File: src/rtl/eq_check_pkg.sv
// Shared types, default widths and the saturating-increment helper
// for the equality-comparator result checker.
package eq_check_pkg;

  typedef enum logic [1:0] {
    WARM   = 2'd0,
    RUN    = 2'd1,
    HALTED = 2'd2
  } state_t;

  localparam int DEF_W     = 16;
  localparam int DEF_CNT_W = 32;
  // Widest counter the helper supports.
  localparam int MAX_CNT_W = 64;

  // Increment v by one unless it already holds the all-ones value of a
  // w-bit counter; the caller zero-extends into, and truncates from, 64 bits.
  function automatic logic [MAX_CNT_W-1:0] sat_inc(input logic [MAX_CNT_W-1:0] v,
                                                   input int unsigned w);
    logic [MAX_CNT_W-1:0] lim;
    lim = (w >= MAX_CNT_W) ? '1 : ((64'd1 << w) - 64'd1);
    return (v >= lim) ? v : v + 64'd1;
  endfunction

endpackage

File: src/rtl/sat_counter.sv
// Saturating up-counter with synchronous clear; clear beats increment.
module sat_counter
  import eq_check_pkg::*;
#(
  parameter int WIDTH = DEF_CNT_W
) (
  input  logic             clk,
  input  logic             rst_n,
  input  logic             clr,
  input  logic             inc,
  output logic [WIDTH-1:0] count
);

  logic [WIDTH-1:0] count_q, count_d;

  // Next count: clear wins, otherwise saturating increment.
  always_comb begin
    count_d = count_q;
    if (clr)
      count_d = '0;
    else if (inc)
      count_d = WIDTH'(sat_inc(MAX_CNT_W'(count_q), WIDTH));
  end

  // Count register.
  always_ff @(posedge clk or negedge rst_n) begin
    if (!rst_n) count_q <= '0;
    else        count_q <= count_d;
  end

  assign count = count_q;

endmodule

File: config.mk
export PLATFORM = sky130hd
export DESIGN_NAME = sat_counter
export DESIGN_NICKNAME = d
export VERILOG_FILES = /design/src/rtl/eq_check_pkg.sv /design/src/rtl/sat_counter.sv
export SDC_FILE = /design/constraint.sdc
export NUM_CORES = 1
export LEC_CHECK = 0
export ABC_AREA = 1
export BUFFER_PORTS_ARGS = -buffer_cell sky130_fd_sc_hd__buf_2
export CORE_ASPECT_RATIO = 0.5
export CORE_MARGIN = 2
export CORE_UTILIZATION = 61
export CTS_CLUSTER_DIAMETER = 80
export DETAILED_ROUTE_END_ITERATION = 8
export HOLD_SLACK_MARGIN = 0.1
export PLACE_DENSITY = 0.92
export SKIP_CTS_REPAIR_TIMING = 1
export SLEW_MARGIN = 25
export SYNTH_ARGS = -nofsm -noshare
export SYNTH_HDL_FRONTEND = slang
export SYNTH_SLANG_ARGS = --single-unit
File: constraint.sdc
create_clock -name clk -period 2.7 [get_ports clk]
set_clock_uncertainty 0.15 [all_clocks]
set_input_delay 0.135 -clock clk [delete_from_list [all_inputs] [get_ports clk]]
set_output_delay 0.135 -clock clk [all_outputs]
set_load 0.1 [all_outputs]
=== After elaboration in Yosys (flattened, before gate mapping) ===
Cells that the tools add are included.

* Output and inout port bits: 32
* Bits of input ports: 4
* Register bits: 32

* Magnitude comparators: 1
* Add/subtract/negate cells: 1
* Muxes and demuxes: 3
* Reductions and logical operators: 2
* Equal/unequal tests: 1

{| class="wikitable"
|+ Operator list
! operator !! number
|-
| 2-to-1 mux 32 bit || 3
|-
| adder 32 x 1 -> 32 bit, second input constant || 1
|-
| greater-or-equal comparator 32 bit, second input constant || 1
|-
| inequality test 2 bit, second input constant || 1
|-
| AND reduction 2 bit || 1
|-
| nonzero test 2 bit || 1
|}

=== Logic depth before layout (Yosys ltp) ===
* Depth after elaboration: 4
* Depth in mapped cells: 10
* Mapped depth without buffers: 10

=== Worst setup path before layout ===
No wires, ideal clock.

* Kind: flip-flop to flip-flop
* From: register count_q[1] (netlist: count[1])
* To: register count_q[29] (netlist: count[29])
* Slack: 0.175 ns
* Stages on the path, launching flop included: 10
* Arrival time: 2.250 ns
* Path through: dfrtp_1 -> ha_1 -> nand2_1 -> nor2_4 -> nand2_4 -> nor2_8 -> nand4_4 -> nand2_4 -> buf_6 -> o21ai_1

* Cells in the longest elaborated chain, start to end: 4
* Elaborated cells on any way between the ends: 7
* Those cells by class: 1 x add/sub; 1 x order compare; 1 x eq/ne; 3 x mux; 1 x reduce/logical

{| class="wikitable"
|+ Ends and longest elaborated chain
! item !! line !! RTL
|-
| start, declared || sat_counter.sv:14 || <nowiki>logic [WIDTH-1:0] count_q, count_d;</nowiki>
|-
| start signal, assigned || sat_counter.sv:28 || <nowiki>else count_q <= count_d;</nowiki>
|-
| adder 32 x 1 -> 32 bit || eq_check_pkg.sv:22 || <nowiki>return (v >= lim) ? v : v + 64'd1;</nowiki>
|-
| 2-to-1 mux 32 bit || eq_check_pkg.sv:22 ||
|-
| 2-to-1 mux 32 bit || sat_counter.sv:21 || <nowiki>else if (inc)</nowiki>
|-
| 2-to-1 mux 32 bit || sat_counter.sv:19 || <nowiki>if (clr)</nowiki>
|}

Several ways; a longest one is shown, not always the timed one. The select of a mux whose other input is x is not followed.
A chain may end at the register's enable or synchronous reset.

=== Worst setup path in the final report ===
* From: register count_q[1] (netlist: count[1])
* To: register count_q[26] (netlist: count[26])

Same word-level chain as after synthesis.

==> reports/results.tsv <==
stage	metric	value	unit
outcome	status	complete, no violations	
synth	post-synth-top-count-cell	nand2_1	
floorplanning	num_rows	15	
synth	yosys_register_bits	32	
floorplanning	io_pins	36	
clocking	cts_tree	done	
synth	postSynthAreaPerCell	6.62	µm²
pwr	seq_power_share	53.3	%
final_layout	layout.area.seq	801	µm²
final_layout	largest_reg_flops	32	
min_path	hp-class	input port to register	
pwr	power.leakage	1.20	nW
timing	fin_crit_sh	84.3	%
floorplanning	die_w	89.9	µm
detailed_routing	detail_route.wl_per_cell	13.0	µm
final_layout	multi_input_area	1270	µm²
worst_setup_path	end_kind	register	
clocking	clkLatencyLatePin	0.29	ns
timing	relSlewSlack	50.7	%
global_route	antenna_found_initial	0	
detailed_routing	dr.first_iter.drc_count	227	
synth	synthTopCellsByArea	dfrtp_1, nand2_1, nand3_1	
global_route	grt.overflow.total	0	
final_layout	fin_nets	382	
synth	syn_area	2250	µm²
floorplanning	die_y	46.9	µm
timing	slew_violations	0	
floorplanning	floorplan.initialDensity	64.4	%
pwr	peakVddDrop	0.279	mV
timing	timing.fmax	0.439	GHz
detailed_routing	ant_nets	0	
synth	ys.flop_type	dfrtp_1	
timing	hold_slack	0.0742	ns
detailed_routing	vias	2343	
synth	synth_top_area_share	35.6	%
timing	rsz0062_at_grt	no	
pwr	p_switching	241	µW
clocking	h-tree-depth	2	
synth	synth_top_cell_by_area	dfrtp_1	
place	routabilityCongestion	0.900	
final_layout	layout-drive-gt1-share	16.4	%
timing	hold_viol_final	0	
detailed_routing	drc	0	
clocking	cts_made_buffers	5	
floorplanning	dieArea	4220	µm²
pwr	powerDensity	361	nW/µm²
pwr	p_int	669	µW
final_layout	antenna_cells	0	
detailed_routing	drt_first_pass_iters	5	
global_route	grtUsageTotal	28.1	%
worst_setup_path	cp_data_arrival_time	2.34	ns
global_route	grt_pass1_wl	9.15	mm
final_layout	stdcell_count	428	
worst_setup_path	cp_data_required_time	2.76	ns
worst_setup_path	cp-start-kind	register	
timing	tightest_slew	0.740	ns
synth	synth_common_cells	nand2_1, nor2_1, nand3_1, dfrtp_1, inv_1	
synth	synth_edf_count	0	
place	dpl.hpwl	4.05	mm
synth	synthDistinctLibCells	26	
clocking	clk_pin_slew	0.07	ns
timing	min_period	2.28	ns
clocking	cts_max_path_buffers	2	
run	maxCapViolations	0	
pwr	netSwitchingFraction	26.5	%
place	port_buffers	35	
synth	syn_nets	345	
global_route	grt_max_degree	44	
synth	ys_seq_area_share	35.6	%
final_layout	num-fill-cells	294	
place	dp.cells	420	
synth	yosys_warnings	0	
clocking	clock_sinks	32	
timing	tns	0	ns
synth	syn_inst	340	
timing	final-setup-viol-count	0	
final_layout	area_growth	12.1	%
worst_setup_path	path_class	register to register	
worst_setup_path	crit_path_max_fanout	43	
synth	synth_async_sr_flop_share	100	%
floorplanning	core	3490	µm²
pwr	clkPwrFrac	38.7	%
clocking	clk_root_buffer_cell	clkbuf_8	
detailed_routing	wirelength	5.55	mm
pwr	power_frac_comb	8.0	%
min_path	whs_path_depth	4	
detailed_routing	routed_via_density	5.47	
global_route	first_global_vias	2007	
worst_setup_path	reg2reg_depth	10	
-- metal layers --
metal | wire, µm | global-route usage, %
met3 | 454 | 6.90
met4 | 76 | 10.8
met5 | 0 | 0
met2 | 2570 | 47.1
met1 | 2450 | 37.0
-- layout make-up --
type / instances / area share (%)
well taps: 51 / 2.53
clock buffers: 6 / 2.88
flip-flops and latches: 32 / 31.7
repair buffers: 38 / 7.94
inverters: 30 / 4.46
multi-input cells: 270 / 50.2
clock inverters: 1 / 0.198
-- per-stage QoR --
stage	util, %	total power [mW]	setup slack [ns]	instance area, µm²
4_1_cts	72.0	0.915	0.430	2510
3_3_place_gp	69.7	0.563	0.559	2430
3_5_place_dp	69.7	0.566	0.461	2430
2_1_floorplan	-	0.549	0.175	2250
5_1_grt	72.3	0.943	0.247	2520
6_report	72.3	0.910	0.425	2520
-- final timing paths --
path / from / endpoint / slack, ns
worst max-delay path: count[1] / count[26] / 0.42
worst min-delay path: clr / count[4] / 0.07
worst max register to register: count[1] / count[26] / 0.42
worst min register to register: count[0] / count[0] / 0.40
max in group asynchronous: rst_n / count[23] / 1.63
min in group asynchronous: rst_n / count[4] / 0.29
-- worst max-delay path: stages, from the launching register on --
cell	delay (ns)
dfrtp_1	0.39
ha_1	0.18
nand2_1	0.10
nor2_4	0.18
nand2_4	0.11
nor2_8	0.18
nand4_4	0.10
nand2_4	0.37
buf_4	0.29
nand2_1	0.08
o21ai_2	0.05
-- cell usage in the layout (no fill, tap or decap), drive strengths merged --
master       synthesis  layout
nand2              133     133
nor2                49      49
nand3               44      44
buf                  6      37
dfrtp               32      32
inv                 29      29
o21ai               25      25
o21bai               6       6
clkbuf               2       6
xnor2                3       3
or2                  2       2
xor2                 2       2
a21oi                2       2
clkinv               1       2
nand4                1       1
and2                 1       1
nand3b               1       1
ha                   1       1
dlygate4sd3          0       1
-- cells by family after synthesis --
| logic type | after synthesis | share of synthesized area [%] |
|---|---|---|
| simple gates | 231 | 44.3 |
| buf+inv | 38 | 8.06 |
| compound gates | 33 | 9.51 |
| flops | 32 | 35.6 |
| xor+xnor | 5 | 1.95 |
| fa+ha+maj | 1 | 0.556 |
-- power groups by stage --
stage | clock (mW) | combinational (mW) | sequential, mW
detailed placement | 0 | 0.0716 | 0.494
global route | 0.379 | 0.0792 | 0.485
global placement | 0 | 0.0694 | 0.494
finish | 0.352 | 0.0727 | 0.485
floorplan | 0 | 0.0347 | 0.515
CTS | 0.358 | 0.0719 | 0.485
No activity file was read; power rests on OpenSTA's default activity.
